--- src/rtl/usb_endpoint_tx_packetizer_if.sv ---
// Endpoint-transmit bundle: device byte stream in, packet valid/ready out, halt/stall.
// The packetizer is the slave; device logic plus transactions layer form the master side.
interface usb_endpoint_tx_packetizer_if #(
    parameter int unsigned MAX_PKT = 8
);
    logic                         i_byteValid;
    logic                         o_byteReady;
    logic [7:0]                   i_byteData;
    logic                         i_halt;
    logic                         o_etStall;
    logic                         o_etValid;
    logic                         i_etReady;
    logic [8*MAX_PKT-1:0]         o_etData;
    logic [$clog2(MAX_PKT):0]     o_etData_nBytes;

    modport slave (
        input  i_byteValid, i_byteData, i_halt, i_etReady,
        output o_byteReady, o_etStall, o_etValid, o_etData, o_etData_nBytes
    );

    modport master (
        output i_byteValid, i_byteData, i_halt, i_etReady,
        input  o_byteReady, o_etStall, o_etValid, o_etData, o_etData_nBytes
    );
endinterface

--- src/rtl/usb_endpoint_tx_packetizer.sv ---
// IN endpoint packetizer: gathers bytes into packets of up to MAX_PKT, flushes on idle timeout.
// Define USB_TX_ZLP_EN to terminate a run of full packets with a zero-length packet.
module usb_endpoint_tx_packetizer #(
    parameter int unsigned MAX_PKT      = 8,
    parameter int unsigned FLUSH_CYCLES = 1024
) (
    input  logic                          i_clk,
    input  logic                          i_rst_n,
    usb_endpoint_tx_packetizer_if.slave   et
);
    localparam int unsigned NBW = $clog2(MAX_PKT) + 1;
    localparam int unsigned CW  = $clog2(FLUSH_CYCLES + 1);
    localparam logic [NBW-1:0] FULL  = NBW'(MAX_PKT);
    localparam logic [CW-1:0]  FLUSH = CW'(FLUSH_CYCLES);
`ifdef USB_TX_ZLP_EN
    localparam bit ZLP_EN = 1'b1;
`else
    localparam bit ZLP_EN = 1'b0;
`endif

    typedef enum logic {FILL, SEND} state_e;

    state_e               state_q, state_d;
    logic [8*MAX_PKT-1:0] data_q, data_d;
    logic [NBW-1:0]       nbytes_q, nbytes_d;
    logic [CW-1:0]        idle_q, idle_d;
    logic                 zlp_q, zlp_d;
    logic                 stall_q, stall_d;
    logic                 valid_q, valid_d;
    logic                 ready_q, ready_d;
    logic                 byte_acc, pkt_acc;

    always_comb begin
        byte_acc = et.i_byteValid && ready_q;
        pkt_acc  = valid_q && et.i_etReady;
        state_d  = state_q;
        data_d   = data_q;
        nbytes_d = nbytes_q;
        idle_d   = idle_q;
        zlp_d    = zlp_q;
        stall_d  = et.i_halt;

        // valid_q is never high while stalled, so pkt_acc is always honoured
        if (pkt_acc) begin
            state_d  = FILL;
            data_d   = '0;
            nbytes_d = '0;
            idle_d   = '0;
            zlp_d    = ZLP_EN && (nbytes_q == FULL);
        end else if (!stall_q) begin
            if (state_q == FILL) begin
                if (byte_acc) begin
                    for (int unsigned k = 0; k < MAX_PKT; k++) begin
                        if (nbytes_q == NBW'(k)) data_d[8*k +: 8] = et.i_byteData;
                    end
                    nbytes_d = nbytes_q + NBW'(1);
                    idle_d   = '0;
                    zlp_d    = 1'b0;
                    if (nbytes_q == FULL - NBW'(1)) state_d = SEND;
                end else begin
                    if (idle_q != FLUSH) idle_d = idle_q + CW'(1);
                    if (idle_d == FLUSH && (nbytes_q != '0 || zlp_q)) state_d = SEND;
                end
            end else begin
                idle_d = '0;
            end
        end

        valid_d = (state_d == SEND) && !et.i_halt;
        // Requiring FILL in both the current and next state yields the dead cycle after pktAcc
        ready_d = (state_q == FILL) && (state_d == FILL) && (nbytes_d != FULL) && !et.i_halt;
    end

    always_ff @(posedge i_clk or negedge i_rst_n) begin
        if (!i_rst_n) begin
            state_q  <= FILL;
            data_q   <= '0;
            nbytes_q <= '0;
            idle_q   <= '0;
            zlp_q    <= 1'b0;
            stall_q  <= 1'b0;
            valid_q  <= 1'b0;
            ready_q  <= 1'b0;
        end else begin
            state_q  <= state_d;
            data_q   <= data_d;
            nbytes_q <= nbytes_d;
            idle_q   <= idle_d;
            zlp_q    <= zlp_d;
            stall_q  <= stall_d;
            valid_q  <= valid_d;
            ready_q  <= ready_d;
        end
    end

    assign et.o_byteReady     = ready_q;
    assign et.o_etStall       = stall_q;
    assign et.o_etValid       = valid_q;
    assign et.o_etData        = data_q;
    assign et.o_etData_nBytes = nbytes_q;
endmodule
--- src/flat_wrapper.sv ---
// flat-port wrapper written by rule: the top's interface ports become plain ports
module usb_endpoint_tx_packetizer_flat 
#(
    parameter int unsigned MAX_PKT      = 8,
    parameter int unsigned FLUSH_CYCLES = 1024
)
  (i_clk, i_rst_n, et_i_byteValid, et_i_byteData, et_i_halt, et_i_etReady, et_o_byteReady, et_o_etStall, et_o_etValid, et_o_etData, et_o_etData_nBytes);
  usb_endpoint_tx_packetizer_if #(.MAX_PKT(MAX_PKT)) et_i ();
  input  logic i_clk;
  input  logic i_rst_n;
  input wire logic [$bits(et_i.i_byteValid)-1:0] et_i_byteValid;
  input wire logic [$bits(et_i.i_byteData)-1:0] et_i_byteData;
  input wire logic [$bits(et_i.i_halt)-1:0] et_i_halt;
  input wire logic [$bits(et_i.i_etReady)-1:0] et_i_etReady;
  output wire logic [$bits(et_i.o_byteReady)-1:0] et_o_byteReady;
  output wire logic [$bits(et_i.o_etStall)-1:0] et_o_etStall;
  output wire logic [$bits(et_i.o_etValid)-1:0] et_o_etValid;
  output wire logic [$bits(et_i.o_etData)-1:0] et_o_etData;
  output wire logic [$bits(et_i.o_etData_nBytes)-1:0] et_o_etData_nBytes;
  assign et_i.i_byteValid = et_i_byteValid;
  assign et_i.i_byteData = et_i_byteData;
  assign et_i.i_halt = et_i_halt;
  assign et_i.i_etReady = et_i_etReady;
  assign et_o_byteReady = et_i.o_byteReady;
  assign et_o_etStall = et_i.o_etStall;
  assign et_o_etValid = et_i.o_etValid;
  assign et_o_etData = et_i.o_etData;
  assign et_o_etData_nBytes = et_i.o_etData_nBytes;
  usb_endpoint_tx_packetizer #(.MAX_PKT(MAX_PKT), .FLUSH_CYCLES(FLUSH_CYCLES)) u_core (.i_clk(i_clk), .i_rst_n(i_rst_n), .et(et_i));
endmodule
--- config.mk ---
export PLATFORM = sky130hd
export DESIGN_NAME = usb_endpoint_tx_packetizer_flat
export DESIGN_NICKNAME = d
export VERILOG_FILES = /design/src/rtl/usb_endpoint_tx_packetizer_if.sv /design/src/rtl/usb_endpoint_tx_packetizer.sv /design/src/flat_wrapper.sv
export SDC_FILE = /design/constraint.sdc
export NUM_CORES = 1
export LEC_CHECK = 0
export CAP_MARGIN = 10
export CORE_MARGIN = 1.5
export CORE_UTILIZATION = 47
export CTS_CLUSTER_DIAMETER = 30
export CTS_CLUSTER_SIZE = 20
export DETAILED_ROUTE_END_ITERATION = 16
export PLACE_DENSITY_LB_ADDON = 0.15
export SLEW_MARGIN = 20
export SYNTH_ARGS = -nofsm -noshare
export SYNTH_HDL_FRONTEND = slang
export SYNTH_SLANG_ARGS = --single-unit
--- constraint.sdc ---
create_clock -name i_clk -period 3.38 [get_ports i_clk]
set_clock_uncertainty 0.2 [all_clocks]
set_input_delay 0.338 -clock i_clk [delete_from_list [all_inputs] [get_ports i_clk]]
set_output_delay 0.338 -clock i_clk [all_outputs]
set_load 0.01 [all_outputs]
==> results.sh, run 1 <==
export IMPL_met3WireLength_um=607
export IMPL_drt_first_iter_violations=150
export IMPL_num_io_pins=84
export IMPL_gp_congestion=0.8857
export IMPL_drc=0
export IMPL_syn_nets=424
export IMPL_path_clk_slew_ps=80
export IMPL_p_leak_nw=2.289
export IMPL_clockRootBuffer="clkbuf_8"
export IMPL_fp_coreArea_um2=7848
export IMPL_final_cell_mix="dfrtp_1 (83), clkdlybuf4s50_1 (82), nand2_1 (63)"
export IMPL_place_hpwl_um=6443
export IMPL_wl_met2_um=4490
export IMPL_critPathCaptureType="flop"
export IMPL_grt_pass1_wl_um=15590
export IMPL_firstDrtPassIters=5
export IMPL_ys_seq_area_share_pct=53.72
export IMPL_synth_top_area_share_pct=53.72
export IMPL_die_width_um=93.70
export IMPL_track_usage_pct=23.11
export IMPL_hold_viol=0
export IMPL_holdPathStages=1
export IMPL_syn_inst=405
export IMPL_clkSinkCount=83
export IMPL_status="completed"
export IMPL_layout_setup_ws_ps=747.7
export IMPL_p_per_area_nw_per_um2=820.9
export IMPL_post_cts_resized=0
export IMPL_grt_max_degree=84
export IMPL_synth_seq_cells=83
export IMPL_finalSetupViolations=0
export IMPL_worst_setup_path_start_kind="flop"
export IMPL_ff2ff_path_depth=7
export IMPL_portBuffers=83
export IMPL_clkPwrFrac_pct=17.7
export IMPL_antenna_found_initial=0
export IMPL_first_global_vias=3037
export IMPL_cts_hold_buffers=0
export IMPL_die_area_um2=8779
export IMPL_seq_area_um2=2077
export IMPL_fmax_mhz=379.9
export IMPL_postCtsSetupBuffers=0
export IMPL_totalWireLength_um=9503
export IMPL_cp_arrival_ps=2700
export IMPL_drive_above_1_share_pct=6.472
export IMPL_topRoutingLayerUsed="met4"
export IMPL_peakVddDrop_mv=0.4089
export IMPL_ant_nets=0
export IMPL_cts_buffer_depth=2
export IMPL_tightestPinTransition_ps=740.3
export IMPL_h_tree_depth=3
export IMPL_cp_required_ps=3450
export IMPL_final_cell_area_um2=4942
export IMPL_row_count=32
export IMPL_avgViaCountPerCell=5.423
export IMPL_nets=493
export IMPL_p_int_mw=2.632
export IMPL_cts_buffers_inserted=9
export IMPL_power_switching_mw=1.425
export IMPL_post_synth_top_area_cell="dfrtp_1"
export IMPL_netlist_top_cells_area="dfrtp_1 (54%), mux2i_1 (6.7%), nand2_1 (6.1%)"
export IMPL_wirelength_met1_um=4321
export IMPL_crit_fanout=5
export IMPL_p_comb_share_pct=42.1
export IMPL_wire_per_inst_um=16.36
export IMPL_syn2layout_area_growth_pct=27.83
export IMPL_placed_area_um2=4727
export IMPL_rsz0062_at_grt="no"
export IMPL_yosysWarnings=0
export IMPL_avgSynthCellArea_um2=9.546
export IMPL_die_h_um=93.70
export IMPL_cts_tree="yes"
export IMPL_final_setup_tns_ps=0
export IMPL_post_place_ws_ps=654.8
export IMPL_grt_ovfl_total=0
export IMPL_fin_total_pwr_mw=4.057
export IMPL_insertedDiodeCount=0
export IMPL_start_util_pct=49.27
export IMPL_swShare_pct=35.13
export IMPL_max_cap_viol_count=0
export IMPL_slew_headroom_pct=50.65
export IMPL_syn_area_um2=3866
export IMPL_final_common_cell="dfrtp_1"
export IMPL_vias=3151
export IMPL_setup_worst_path_class="flop to flop"
export IMPL_synthDistinctLibCells=41
export IMPL_hold_path_class="flop to flop"
export IMPL_multi_input_area_um2=1623
export IMPL_p_seq_share_pct=40.2
export IMPL_fill_cells=715
export IMPL_fin_crit_ps=2632
export IMPL_drv_slew=0
export IMPL_insertion_delay_ps=340
export IMPL_min_period_over_period_pct=77.88
kinds of logic (layout without fill, tap and decap cells):
logic type                 Yosys count  after routing  synth area share, %
muxes                               26             26                6.731
and+or+nand+nor                    175            175                21.84
AOI/OAI and AO/OA                   68             68                9.611
buffers and inverters               39            113                4.336
DFF                                 83             83                53.72
xor gates and xnor gates             8              8                1.812
adders and majority gates            6              6                1.942
power by group through the flow:
stage          clock [mW]  sequential (mW)  combinational, mW
2_1_floorplan           0             1.76              0.657
3_3_place_gp            0             1.64               1.69
3_5_place_dp            0             1.64               1.72
4_1_cts             0.733             1.63               1.72
5_1_grt             0.776             1.68               1.87
6_report            0.716             1.63               1.71
path summary, 6_finish.rpt:
kind | from | end | slack [ps]
worst max-delay path | u_core.idle_q[1] | u_core.et.o_etValid | 750
max in group asynchronous | i_rst_n | u_core.et.o_etData[47] | 2080
min in group asynchronous | i_rst_n | u_core.idle_q[8] | 400
worst min register to register | u_core.idle_q[9] | u_core.idle_q[9] | 310
worst min-delay path | u_core.idle_q[9] | u_core.idle_q[9] | 310
worst max register to register | u_core.idle_q[1] | u_core.et.o_etValid | 750
flip-flops by register name, indices dropped and copies added, names as in the netlist:
signal	count
u_core.et.o_etData_nBytes	4
u_core.state_q	1
u_core.et.o_etStall	1
u_core.et.o_etValid	1
u_core.idle_q	11
u_core.et.o_byteReady	1
u_core.et.o_etData	64
metrics by stage:
step	util (%)	hold WS (ps)	cells
3_3_place_gp	60.24	307.4	564
2_1_floorplan	-	-157.6	405
4_1_cts	62.80	7.830	580
3_5_place_dp	60.24	299.0	564
5_1_grt	62.98	334.2	581
6_report	62.98	314.9	581
routing by layer:
| layer | GRT usage (%) | vias to the layer above |
|---|---|---|
| met5 | 0 | - |
| met4 | 7.214 | 0 |
| met3 | 5.016 | 8 |
| met2 | 35.75 | 102 |
| met1 | 32.57 | 1519 |
| li1 | - | 1522 |
synthesized netlist by cell type, drive strengths merged:
cell type,instances
or4,3
nand2b,2
and3,2
a31oi,3
a211oi,1
nor2b,1
o21ai,16
nor4bb,1
ha,6
nor4,1
a2111oi,1
clkbuf,27
or2,1
xor2,4
nor3,3
o31ai,3
a21oi,42
or3,3
mux2i,26
and3b,1
dfrtp,83
nand3,46
inv,7
o211ai,1
nor2,37
nor4b,2
o41a,1
xnor2,4
buf,5
nand4,4
nand4b,1
and2,4
nand2,63
critical path, stage by stage (launching register included):
cell	delay, ps
dfrtp_1	400
ha_1	250
nand4_1	220
or2_2	370
xnor2_1	140
or4_4	540
o41a_1	350
nor3_2	100
cell type report:
class / count / area share, %
Timing Repair Buffer: 90 / 17.95
Multi-Input combinational cell: 283 / 32.84
Inverter: 7 / 0.5316
Clock buffer: 10 / 2.785
Sequential cell: 83 / 42.03
Tap cell: 102 / 2.582
Clock inverter: 6 / 1.291
Power figures use the tool's default switching activity.
==> inputs of run 2 (changes only) <==
==> constraint.sdc (replaced) <==
create_clock -name i_clk -period 2.7 [get_ports i_clk]
set_clock_uncertainty 0.2 [all_clocks]
set_input_delay 0.27 -clock i_clk [delete_from_list [all_inputs] [get_ports i_clk]]
set_output_delay 0.27 -clock i_clk [all_outputs]
set_load 0.01 [all_outputs]
==> run 2 against run 1 <==
Effect of this change: worst hold slack worse by 81 ps; setup slack worse by 630 ps; cell area is 0.89% higher; sequential cell count stayed put; sequential share of layout area is 0.37 points lower; combinational power is 28% higher; clock power is 18% higher; first-iteration DRC count is 51% higher; final cell count is 0.86% higher; highest routed layer unchanged.
==> results.sh, run 2 (synthesis gave the netlist of run 1 again) <==
export IMPL_fp_coreArea_um2=7848
export IMPL_fmax_mhz=387.0
export IMPL_firstDrtPassIters=4
export IMPL_nets=498
export IMPL_fill_cells=708
export IMPL_rsz0062_at_grt="no"
export IMPL_portBuffers=83
export IMPL_cts_buffer_depth=2
export IMPL_insertedDiodeCount=0
export IMPL_grt_pass1_wl_um=16010
export IMPL_gr_usage_met1_pct=33.24
export IMPL_clockRootBuffer="clkbuf_8"
export IMPL_grt_ovfl_total=0
export IMPL_vias=3176
export IMPL_timing_rr_start="u_core.idle_q[0]"
export IMPL_ff2ff_path_depth=8
export IMPL_place_hpwl_um=6641
export IMPL_r2r_end="u_core.et.o_etValid"
export IMPL_insertion_delay_ps=350
export IMPL_cp_arrival_ps=2660
export IMPL_gp_congestion=0.9094
export IMPL_fin_crit_ps=2584
export IMPL_post_cts_resized=0
export IMPL_cp_required_ps=2780
export IMPL_grt_max_degree=44
export IMPL_p_per_area_nw_per_um2=1016
export IMPL_peakVddDrop_mv=0.6063
export IMPL_clkSinkCount=83
export IMPL_track_usage_pct=24.01
export IMPL_worst_setup_path_start_kind="flop"
export IMPL_h_tree_depth=3
export IMPL_finalSetupViolations=0
export IMPL_status="completed"
export IMPL_grt_use_met2_pct=36.53
export IMPL_final_common_cell="dfrtp_1"
export IMPL_start_util_pct=49.27
export IMPL_antenna_found_initial=0
export IMPL_p_leak_nw=2.306
export IMPL_final_cell_mix="dfrtp_1 (83), clkdlybuf4s50_1 (82), nand2_1 (63)"
export IMPL_avgViaCountPerCell=5.420
export IMPL_worstHoldStart="et_i_halt"
export IMPL_die_area_um2=8779
export IMPL_fin_total_pwr_mw=5.067
export IMPL_hold_path_class="input port to flop"
export IMPL_totalWireLength_um=9739
export IMPL_whs_endpoint="u_core.et.o_etStall"
export IMPL_max_cap_viol_count=0
export IMPL_cts_tree="yes"
export IMPL_gr_usage_met3_pct=6.715
export IMPL_drive_above_1_share_pct=7.438
export IMPL_setup_worst_path_class="flop to flop"
export IMPL_first_global_vias=3146
export IMPL_num_io_pins=84
export IMPL_drc=0
export IMPL_drv_slew=0
export IMPL_row_count=32
export IMPL_wire_per_inst_um=16.62
export IMPL_die_width_um=93.70
export IMPL_r2r_slack_ps=120
export IMPL_ant_nets=0
export IMPL_hold_viol=0
export IMPL_slew_headroom_pct=61.15
export IMPL_dp_cells=569
export IMPL_die_h_um=93.70
export IMPL_drt_first_iter_violations=227
export IMPL_final_setup_tns_ps=0
export IMPL_final_cells=586
export IMPL_min_period_over_period_pct=95.70
export IMPL_critPathCaptureType="flop"
export IMPL_holdPathStages=1
export IMPL_syn2layout_area_growth_pct=28.96
export IMPL_path_clk_slew_ps=80
export IMPL_tightestPinTransition_ps=582.8
export IMPL_crit_fanout=5
export IMPL_largest_register_ff_count=64
export IMPL_busiest_layer="met2"
export IMPL_cts_buffers_inserted=9
[run 2: critical path, stage by stage (launching register included)]
cell,delay [ps]
dfrtp_1,420
inv_1,160
ha_1,180
nor4b_4,200
and3_4,240
o211ai_2,90
or4_4,550
o41a_1,360
nor3_2,100
[run 2: metrics by stage]
step           cell area, um^2  setup slack [ps]  hold slack, ps  utilization [%]
3_5_place_dp              4790             158.8           110.4            61.03
3_3_place_gp              4790             162.5           113.9            61.03
4_1_cts                   4986             135.2           224.0            63.54
6_report                  4986             116.2           233.7            63.54
2_1_floorplan             3866             131.8          -225.6                -
5_1_grt                   4986             3.238           241.0            63.54
[run 2: worst max-delay path by stage]
stage                                       from                    end  slack, ps  cells past startpoint
floorplan           u_core.et.o_etData_nBytes[0]    u_core.et.o_etValid        130                      8
global placement                  et_i_byteValid  u_core.et.o_byteReady        160                      8
global route                    u_core.idle_q[0]         u_core.state_q          3                      8
finish                          u_core.idle_q[0]    u_core.et.o_etValid        120                      8
CTS                             u_core.idle_q[0]    u_core.et.o_etValid        140                      8
detailed placement              u_core.idle_q[0]    u_core.et.o_etValid        160                      8
[run 2: cell type report]
class	count	area (um^2)	area share (%)
Clock buffer	10	137.6	2.760
Clock inverter	6	48.80	0.9787
Inverter	7	26.28	0.5270
Multi-Input combinational cell	283	1623	32.55
Sequential cell	83	2077	41.66
Tap cell	102	127.6	2.560
Timing Repair Buffer	95	945.9	18.97
[run 2: repair_timing]
| item | in CTS | in global routing |
|---|---|---|
| hold buffers | 1 | 0 |
| hold endpoints to repair | 42 | 0 |
| setup endpoints to repair | 0 | 0 |
| buffers inserted | 0 | 0 |
[run 2: power breakdown]
part	switching (mW)	total [mW]	internal, mW	leakage, nW
Combinational	1.03	2.19	1.16	1.11
Clock	0.477	0.843	0.365	0.0851
Sequential	0.332	2.04	1.71	1.12
[run 2: per-layer routing]
| metal | up-vias | share of wire, % |
|---|---|---|
| li1 | 1530 | - |
| met1 | 1533 | 44 |
| met2 | 106 | 47 |
| met3 | 7 | 7.8 |
| met4 | 0 | 1.1 |
| met5 | - | 0 |
==> inputs of run 3 (changes only) <==
--- a/config.mk
+++ b/config.mk
@@ -6,7 +6,7 @@
 export NUM_CORES = 1
 export LEC_CHECK = 0
 export CAP_MARGIN = 10
-export CORE_MARGIN = 1.5
+export CORE_MARGIN = 3
 export CORE_UTILIZATION = 47
 export CTS_CLUSTER_DIAMETER = 30
 export CTS_CLUSTER_SIZE = 20
==> run 3 against run 2 <==
Effect of this change: cell area rose by 0.55%; worst hold slack better by 6.6 ps; wire length grew 2.5%; core utilization increased by 0.35 points; sequential power about the same; highest routed layer unchanged; largest power group unchanged; clock-buffer cell count unchanged; global-route usage down 3.1 points.
==> results.sh, run 3 (synthesis gave the netlist of run 1 again) <==
export IMPL_swShare_pct=35.40
export IMPL_wirelength_met1_um=4339
export IMPL_critPathCaptureType="flop"
export IMPL_wl_met2_um=4766
export IMPL_hold_ws_ps=240.2
export IMPL_final_cell_mix="dfrtp_1 (83), clkdlybuf4s50_1 (82), nand2_1 (63)"
export IMPL_crit_family="simple AND/OR/NAND/NOR gates"
export IMPL_drc=0
export IMPL_insertion_delay_ps=350
export IMPL_die_area_um2=9350
export IMPL_topRoutingLayerUsed="met4"
export IMPL_wire_per_inst_um=16.98
export IMPL_fmax_mhz=391.4
export IMPL_path_buf_inv=1
export IMPL_syn2layout_area_growth_pct=29.68
export IMPL_track_usage_pct=20.94
export IMPL_p_int_mw=3.333
export IMPL_cp_cell_sequence="inv_1 -> ha_1 -> nor4b_4 -> and3_4 -> o211ai_2 -> or4_4 -> o41a_1 -> nor3_2"
export IMPL_status="completed"
export IMPL_tightestPinTransition_ps=584.3
export IMPL_dp_cells=571
export IMPL_firstDrtPassIters=4
export IMPL_p_seq_share_pct=39.3
export IMPL_start_util_pct=49.27
export IMPL_drive_above_1_share_pct=7.819
export IMPL_cpMaxStageDelayCell="or4_4"
export IMPL_h_tree_depth=3
export IMPL_die_width_um=96.70
export IMPL_ff2ff_path_depth=8
export IMPL_clkSinkCount=83
export IMPL_r2r_slack_ps=150
export IMPL_p_leak_nw=2.336
export IMPL_vias=3196
export IMPL_largest_register_ff_count=64
export IMPL_cp_required_ps=2770
export IMPL_first_global_vias=3022
export IMPL_worst_path_stages=8
export IMPL_clkPwrFrac_pct=18.1
export IMPL_fin_crit_ps=2555
export IMPL_r2r_end="u_core.et.o_etValid"
export IMPL_final_setup_tns_ps=0
export IMPL_fin_total_pwr_mw=5.160
export IMPL_p_per_area_nw_per_um2=1029
export IMPL_finalSetupViolations=0
export IMPL_setup_worst_path_class="flop to flop"
export IMPL_crit_fanout=5
export IMPL_portBuffers=83
export IMPL_postLayoutCoreUtil_pct=63.89
export IMPL_avgViaCountPerCell=5.435
export IMPL_nets=500
export IMPL_cts_buffers_inserted=9
export IMPL_timing_rr_start="u_core.idle_q[0]"
export IMPL_peakVddDrop_mv=0.5759
export IMPL_ant_nets=0
export IMPL_endpoint="u_core.et.o_etValid"
export IMPL_insertedDiodeCount=0
export IMPL_drv_slew=0
export IMPL_min_period_over_period_pct=94.63
export IMPL_worst_setup_path_start_kind="flop"
export IMPL_p_comb_share_pct=42.6
export IMPL_clockRootBuffer="clkbuf_8"
export IMPL_grt_ovfl_total=0
export IMPL_slew_headroom_pct=61.05
export IMPL_grt_pass1_wl_um=15960
export IMPL_place_hpwl_um=6909
export IMPL_final_cells=588
export IMPL_hold_viol=0
export IMPL_fp_coreArea_um2=7848
export IMPL_critical_path_startpoint="u_core.idle_q[0]"
export IMPL_num_io_pins=84
export IMPL_crit_path_max_incr_delay_ps=550
export IMPL_cts_buffer_depth=2
export IMPL_cts_tree="yes"
export IMPL_max_cap_viol_count=0
export IMPL_met3WireLength_um=833
export IMPL_power_switching_mw=1.827
export IMPL_cp_arrival_ps=2620
export IMPL_hold_path_class="input port to async pin"
export IMPL_die_h_um=96.70
export IMPL_row_count=32
export IMPL_grt_max_degree=59
export IMPL_postCtsSetupBuffers=0
export IMPL_antenna_found_initial=0
export IMPL_totalWireLength_um=9983
export IMPL_drt_first_iter_violations=199
export IMPL_gp_congestion=0.8970
export IMPL_fill_cells=690
export IMPL_rsz0062_at_grt="no"
export IMPL_final_common_cell="dfrtp_1"
export IMPL_path_clk_slew_ps=90
==> run 3: cell count changes in the layout (fill, tap and decap cells not counted) <==
cell,change
bufinv_16,+1
buf_4,+3
clkinvlp_4,-3
clkinv_2,+1
a2111oi_1,+1
inv_8,+1
buf_12,-1
a2111oi_0,-1
==> run 3: repair_timing <==
action	in CTS	in global routing
endpoints found under the setup margin	0	1
hold buffers	1	0
gates resized for setup	0	1
hold endpoints to repair	42	0
==> run 3: layer usage <==
metal	vias up	global-route usage, %
met4	0	4.536
met5	-	0
met2	104	33.07
met3	5	4.614
met1	1555	29.83
li1	1532	-
==> run 3: power groups by stage <==
stage                     registers [mW]  logic [mW]  clock network [mW]
after floorplan                     2.21       0.823                   0
after CTS                           2.03        2.21               0.952
final                               2.03        2.20               0.935
after global routing                2.09        2.39                1.01
after global placement              2.03        2.18                   0
after detailed placement            2.05        2.20                   0
==> run 3: final cells by class <==
cell class	count	area (um^2)	share of cell area, %
flip-flops and latches	83	2077	41.43
multi-input cells	283	1624	32.39
repair buffers	97	948.4	18.92
clock buffers	10	137.6	2.745
well taps	102	127.6	2.546
clock inverters	6	72.57	1.447
inverters	7	26.28	0.5241
==> run 3: worst min path at each step <==
| stage | end | depth (start not counted) | from | slack, ps |
|---|---|---|---|---|
| 3_5_place_dp | u_core.idle_q[9] | 1 | i_rst_n | 110 |
| 3_3_place_gp | u_core.idle_q[7] | 1 | i_rst_n | 100 |
| 6_report | u_core.idle_q[9] | 2 | i_rst_n | 240 |
| 2_1_floorplan | u_core.et.o_byteReady | 0 | i_rst_n | -230 |
| 5_1_grt | u_core.et.o_etStall | 1 | et_i_halt | 260 |
| 4_1_cts | u_core.et.o_etStall | 1 | et_i_halt | 240 |
==> run 3: per-stage QoR <==
stage | setup slack (ps) | cell area, um^2
CTS | 106.0 | 5012
global route | 37.48 | 5014
global placement | 181.5 | 4792
detailed placement | 91.41 | 4792
floorplan | 131.8 | 3866
finish | 145.0 | 5014
